File: src/rtl/baud_cfg_ctrl.sv
// Staged divisor configuration for baud_gen: commits {dlh,dll} atomically once the link is idle, on a br tick.
// Optional build macro DIV_READBACK_EN: addr0/addr1 reads return the active divisor instead of 8'h00.
module baud_cfg_ctrl #(
  parameter logic [11:0] RESET_DIV    = 12'h006,
  parameter int unsigned SETTLE_TICKS = 2,
  parameter int unsigned TIMEOUT      = 1024
) (
  input  logic       clk_i,
  input  logic       rst_i,
  input  logic       wr_en_i,
  input  logic       rd_en_i,
  input  logic [1:0] addr_i,
  input  logic [7:0] wdata_i,
  output logic [7:0] rdata_o,
  input  logic       tx_busy_i,
  input  logic       rx_busy_i,
  input  logic       br_i,
  output logic [7:0] dll_o,
  output logic [3:0] dlh_o,
  output logic       div_load_o,
  output logic       cfg_busy_o,
  output logic       cfg_done_o
);

  typedef enum logic [2:0] {S_IDLE, S_WAIT_IDLE, S_WAIT_TICK, S_APPLY, S_SETTLE} state_e;

  localparam logic [15:0] WAIT_LAST   = 16'(TIMEOUT - 1);
  localparam logic [3:0]  SETTLE_LAST = 4'(SETTLE_TICKS - 1);

  state_e      state_q, state_d;
  logic [15:0] wait_cnt_q, wait_cnt_d;
  logic [3:0]  settle_cnt_q, settle_cnt_d;
  logic        force_q, force_d;
  logic [7:0]  stage_l_q, dll_q, rdata_q;
  logic [3:0]  stage_h_q, dlh_q;
  logic        tmo_q, ovr_q, zero_q, div_load_q;

  logic        busy, wr_drop, wr_ok, commit_req, zero_div, stat_rd;
  logic        set_tmo, apply, done;
  logic [7:0]  status, rd_mux;

  assign busy       = (state_q != S_IDLE);
  assign wr_ok      = wr_en_i && !busy;
  assign wr_drop    = wr_en_i && busy && (addr_i != 2'd3);
  assign commit_req = wr_ok && (addr_i == 2'd2) && wdata_i[0];
  assign zero_div   = ({stage_h_q, stage_l_q} == 12'h000);
  assign stat_rd    = rd_en_i && (addr_i == 2'd2);
  assign status     = {4'b0000, tmo_q, ovr_q, zero_q, busy};

  always_comb begin
    rd_mux = 8'h00;
    case (addr_i)
      2'd2: rd_mux = status;
`ifdef DIV_READBACK_EN
      2'd0: rd_mux = dll_q;
      2'd1: rd_mux = {4'b0000, dlh_q};
`endif
      default: rd_mux = 8'h00;
    endcase
  end

  always_comb begin
    state_d      = state_q;
    wait_cnt_d   = wait_cnt_q;
    settle_cnt_d = settle_cnt_q;
    force_d      = force_q;
    set_tmo      = 1'b0;
    apply        = 1'b0;
    done         = 1'b0;
    case (state_q)
      S_IDLE: begin
        force_d = 1'b0;
        if (commit_req && !zero_div) begin
          state_d    = S_WAIT_IDLE;
          wait_cnt_d = 16'd0;
          force_d    = wdata_i[1];
        end
      end
      S_WAIT_IDLE: begin
        // a release on the final wait cycle takes priority over the abort
        if (force_q || (!tx_busy_i && !rx_busy_i)) begin
          state_d = S_WAIT_TICK;
        end else if (wait_cnt_q >= WAIT_LAST) begin
          set_tmo = 1'b1;
          state_d = S_IDLE;
        end else begin
          wait_cnt_d = wait_cnt_q + 16'd1;
        end
      end
      S_WAIT_TICK: if (br_i) state_d = S_APPLY;
      S_APPLY: begin
        apply        = 1'b1;
        settle_cnt_d = 4'd0;
        state_d      = S_SETTLE;
      end
      S_SETTLE: begin
        if (br_i) begin
          if (settle_cnt_q >= SETTLE_LAST) begin
            done    = 1'b1;
            state_d = S_IDLE;
          end else begin
            settle_cnt_d = settle_cnt_q + 4'd1;
          end
        end
      end
      default: state_d = S_IDLE;
    endcase
  end

  always_ff @(posedge clk_i) begin
    if (rst_i) begin
      state_q      <= S_IDLE;
      wait_cnt_q   <= 16'd0;
      settle_cnt_q <= 4'd0;
      force_q      <= 1'b0;
      stage_l_q    <= RESET_DIV[7:0];
      stage_h_q    <= RESET_DIV[11:8];
      dll_q        <= RESET_DIV[7:0];
      dlh_q        <= RESET_DIV[11:8];
      rdata_q      <= 8'h00;
      tmo_q        <= 1'b0;
      ovr_q        <= 1'b0;
      zero_q       <= 1'b0;
      div_load_q   <= 1'b0;
    end else begin
      state_q      <= state_d;
      wait_cnt_q   <= wait_cnt_d;
      settle_cnt_q <= settle_cnt_d;
      force_q      <= force_d;
      if (wr_ok && addr_i == 2'd0) stage_l_q <= wdata_i;
      if (wr_ok && addr_i == 2'd1) stage_h_q <= wdata_i[3:0];
      if (apply) begin
        dll_q <= stage_l_q;
        dlh_q <= stage_h_q;
      end
      div_load_q <= apply;
      // read-clear loses to a set arriving in the same cycle
      tmo_q  <= set_tmo | (tmo_q & ~stat_rd);
      ovr_q  <= wr_drop | (ovr_q & ~stat_rd);
      zero_q <= (commit_req & zero_div) | (zero_q & ~stat_rd);
      if (rd_en_i) rdata_q <= rd_mux;
    end
  end

  assign rdata_o    = rdata_q;
  assign dll_o      = dll_q;
  assign dlh_o      = dlh_q;
  assign div_load_o = div_load_q;
  assign cfg_busy_o = busy;
  assign cfg_done_o = done & ~rst_i;

endmodule

File: config.mk
export PLATFORM = sky130hd
export DESIGN_NAME = baud_cfg_ctrl
export DESIGN_NICKNAME = d
export VERILOG_FILES = /design/src/rtl/baud_cfg_ctrl.sv
export SDC_FILE = /design/constraint.sdc
export NUM_CORES = 1
export LEC_CHECK = 0
export CELL_PAD_IN_SITES_DETAIL_PLACEMENT = 1
export CELL_PAD_IN_SITES_GLOBAL_PLACEMENT = 1
export CORE_UTILIZATION = 43
export CTS_BUF_LIST = sky130_fd_sc_hd__clkbuf_16
export CTS_CLUSTER_DIAMETER = 200
export CTS_CLUSTER_SIZE = 40
export DETAILED_ROUTE_END_ITERATION = 12
export PLACE_DENSITY_LB_ADDON = 0.25
export SYNTH_ARGS = -nofsm -noshare
export SYNTH_HDL_FRONTEND = slang
export SYNTH_SLANG_ARGS = --single-unit
File: constraint.sdc
create_clock -name clk_i -period 3.7 [get_ports clk_i]
set_clock_uncertainty 0.05 [all_clocks]
set_input_delay 0.74 -clock clk_i [delete_from_list [all_inputs] [get_ports clk_i]]
set_output_delay 0.74 -clock clk_i [all_outputs]
set_load 0.01 [all_outputs]
==> impl_results.md <==
- Core area: about 5500 µm²
- Power per cell area: 406 nW/µm²
- Number of global-route vias before repair: between 2k and 2.5k
- WL per Instance: 16.1 µm
- Worst setup path class: flop to output port
- Number of setup buffers added after CTS: 0
- Yosys warnings: 0
- Max VDD drop: 169 µV
- Worst EP arrival: approximately 2.2 ns
- Num ports: 40
- Global-route usage over all layers: 0.220
- Worst EP required: 2.91 ns
- Slew Limit Fails: 0
- Outcome: finished, final reports clean
- Vias post-DR: ~2.2k
- Clock Tree Buf Depth: 2
- Seq/Total Area, Yosys: 0.450
- Synth Flop Type: dfxtp_1
- Initial core utilization: 0.449
- DRT antenna net count: 0
- HP Class: flop to flop
- PnR Total Power: 1220 µW
- Core Util, Final: 0.541
- CTS Buf Count: 5
- Die footprint: roughly 6000 µm²
- Rows: 27
- Filler instances: 669
- Final setup violation count: 0
- Post-Syn Instances: 284
- Max frequency: 330 MHz
- Final non-filler cell total: between 300 and 400
- Final Cycle Share: 0.819
- Clock root buffer: clkbuf_16
- Static Leak: 0.00108 µW
- Crit-path max FO: 16
- Post-CTS sizing: 0
- Global placer's final weighted congestion: 0.820
- Cts hold-fix bufs: 0
- Htree depth: 2
- First-pass GRT wire length: 10600 µm
- Cell total after placement: between 300 and 400
- Avg Cell Area, Syn: 8.77 µm²
- CTS tree: built
- Max_cap viols: 0
- Fin. Hold Viols: 0
- Initial antenna violation count: 0
- Yosys reg bits: 56
- Die width: 78.1 µm
- Max-slew headroom: 0.581
- Die height: 78.1 µm
- Remaining DRCs: 0
- Ant diodes: 0
- CP Capture Type: output port
- Drt initial violations: 129
- RSZ-0062 raised after global routing: no
- Nets: 334
- Actual slew at the worst max-slew pin: 0.627 ns
- Largest net degree at the start of global routing: 57
- Area Growth Syn to Fin: 20.3%
- Vias/cell: 5.61
- Netlist cell types: between 40 and 50
- Post-route setup TNS: 0 ns
- Post-DP HPWL: 4290 µm
- Reg clk slew, reported paths: 0.07 ns
- Share of layout cells above drive strength 1: 0.0577
- Crit path time final: 3.03 ns
- Startpoint types: flop
- DR pass1 iterations: 4
- Grt ovf: 0
- Clock sink count: 56
- Synthesized cell area: 2490 µm²
- WL final: 6200 µm
- Post-synth ARST share: 0
- Worst skew pair latency: 0.29 ns
- # port buffers: 35
- Post-synth EDFFs: 0
final timing paths:
check	startpoint	to	slack (ns)	depth (start not counted)
worst min register to register	dll_o[3]$_SDFFE_PP0P_	dll_o[3]$_SDFFE_PP0P_	0.41	2
worst max register to register	state_q[0]$_SDFFE_PP0P_	wait_cnt_q[9]$_SDFFE_PP0P_	1.19	5
worst max-delay path	state_q[0]$_SDFFE_PP0P_	cfg_done_o	0.67	3
worst min-delay path	dll_o[3]$_SDFFE_PP0P_	dll_o[3]$_SDFFE_PP0P_	0.41	2
logic make-up (layout without fill, tap and decap cells):
logic type / after synthesis / count (layout) / share of synthesized area
DFF: 56 / 56 / 0.450
other: 1 / 4 / 0.00151
muxes: 12 / 12 / 0.0487
buffers and inverters: 24 / 49 / 0.0563
and+or+nand+nor: 131 / 131 / 0.279
AOI/OAI and AO/OA: 56 / 56 / 0.144
adders and majority gates: 4 / 4 / 0.0201
synth_stat cells (5+ instances only):
cell / number / area share
buf_4: 5 / 0.015
inv_1: 6 / 0.0090
nand4_1: 5 / 0.013
nor2_1: 26 / 0.039
nor3b_1: 5 / 0.015
o21ai_0: 7 / 0.014
and2_1: 5 / 0.013
nor3_1: 10 / 0.020
dfxtp_1: 56 / 0.45
mux2i_1: 11 / 0.044
nor2b_1: 7 / 0.018
and3_1: 6 / 0.015
nand3_1: 9 / 0.018
clkbuf_1: 7 / 0.011
a21oi_1: 25 / 0.050
nand2_1: 37 / 0.056
metrics by stage:
step	hold WS (ns)	instance area (µm²)	setup slack, ns
2_1_floorplan	0.378	2500	1.60
3_3_place_gp	0.396	2840	0.805
3_5_place_dp	0.402	2840	0.696
4_1_cts	0.412	3000	0.678
5_1_grt	0.437	3000	0.546
6_report	0.406	3000	0.671
worst max-delay path: stages (launching register included):
cell and delay (ns):
dfxtp_1 0.51, nor3b_1 0.56, nor3b_1 0.30, clkdlybuf4s50_1 0.58
cells in the final DEF (no fill, tap or decap), types with 2 or more instances in the layout:
cell / Yosys / final
nand2b_1: 3 / 3
a31oi_1: 3 / 3
nor2b_1: 7 / 7
nand4_1: 5 / 5
nor3b_1: 5 / 5
nand2_1: 37 / 37
a41oi_1: 2 / 2
ha_1: 4 / 4
or4_4: 2 / 2
o21a_1: 3 / 3
inv_1: 6 / 6
nor2_1: 26 / 26
a311oi_1: 4 / 4
and2_1: 5 / 5
and3_1: 6 / 6
o21ai_0: 7 / 7
or4_1: 4 / 4
clkbuf_16: 0 / 5
dfxtp_1: 56 / 56
clkdlybuf4s50_1: 0 / 34
nor3_1: 10 / 10
buf_4: 5 / 2
nand3_1: 9 / 9
a211o_1: 2 / 2
nand3b_1: 3 / 3
a21oi_1: 25 / 25
conb_1: 1 / 4
mux2i_1: 11 / 11
a211oi_1: 4 / 4
flip-flops by register name, summed over array words and instances (netlist names), 3 cells and up:
register,count
stage_l_q,8
state_q,3
settle_cnt_q,4
dll_o,8
stage_h_q,4
rdata_o,4
wait_cnt_q,16
dlh_o,4
area by class of cell:
type                            count  area, µm²  share of cell area
Inverter                            6       22.5             0.00752
Tap cell                           72       90.1              0.0301
Clock buffer                        5        125              0.0418
Sequential cell                    56       1120               0.374
Multi-Input combinational cell    207       1250               0.416
Clock inverter                      1       30.0              0.0100
Timing Repair Buffer               37        360               0.120
per-layer routing:
layer | track usage | wire length (µm) | up-vias
li1 | - | - | 1057
met1 | 0.297 | 2920 | 1046
met2 | 0.356 | 2980 | 40
met3 | 0.0349 | 191 | 11
met4 | 0.0778 | 114 | 0
met5 | 0 | 0 | -
power breakdown:
part           switching, µW  internal, µW  leakage [µW]  total, µW
clock                    207           312     0.0000757        520
combinational           44.4          34.6      0.000557       79.0
sequential              7.77           609      0.000452        617
No activity file was read; power rests on OpenSTA's default activity.
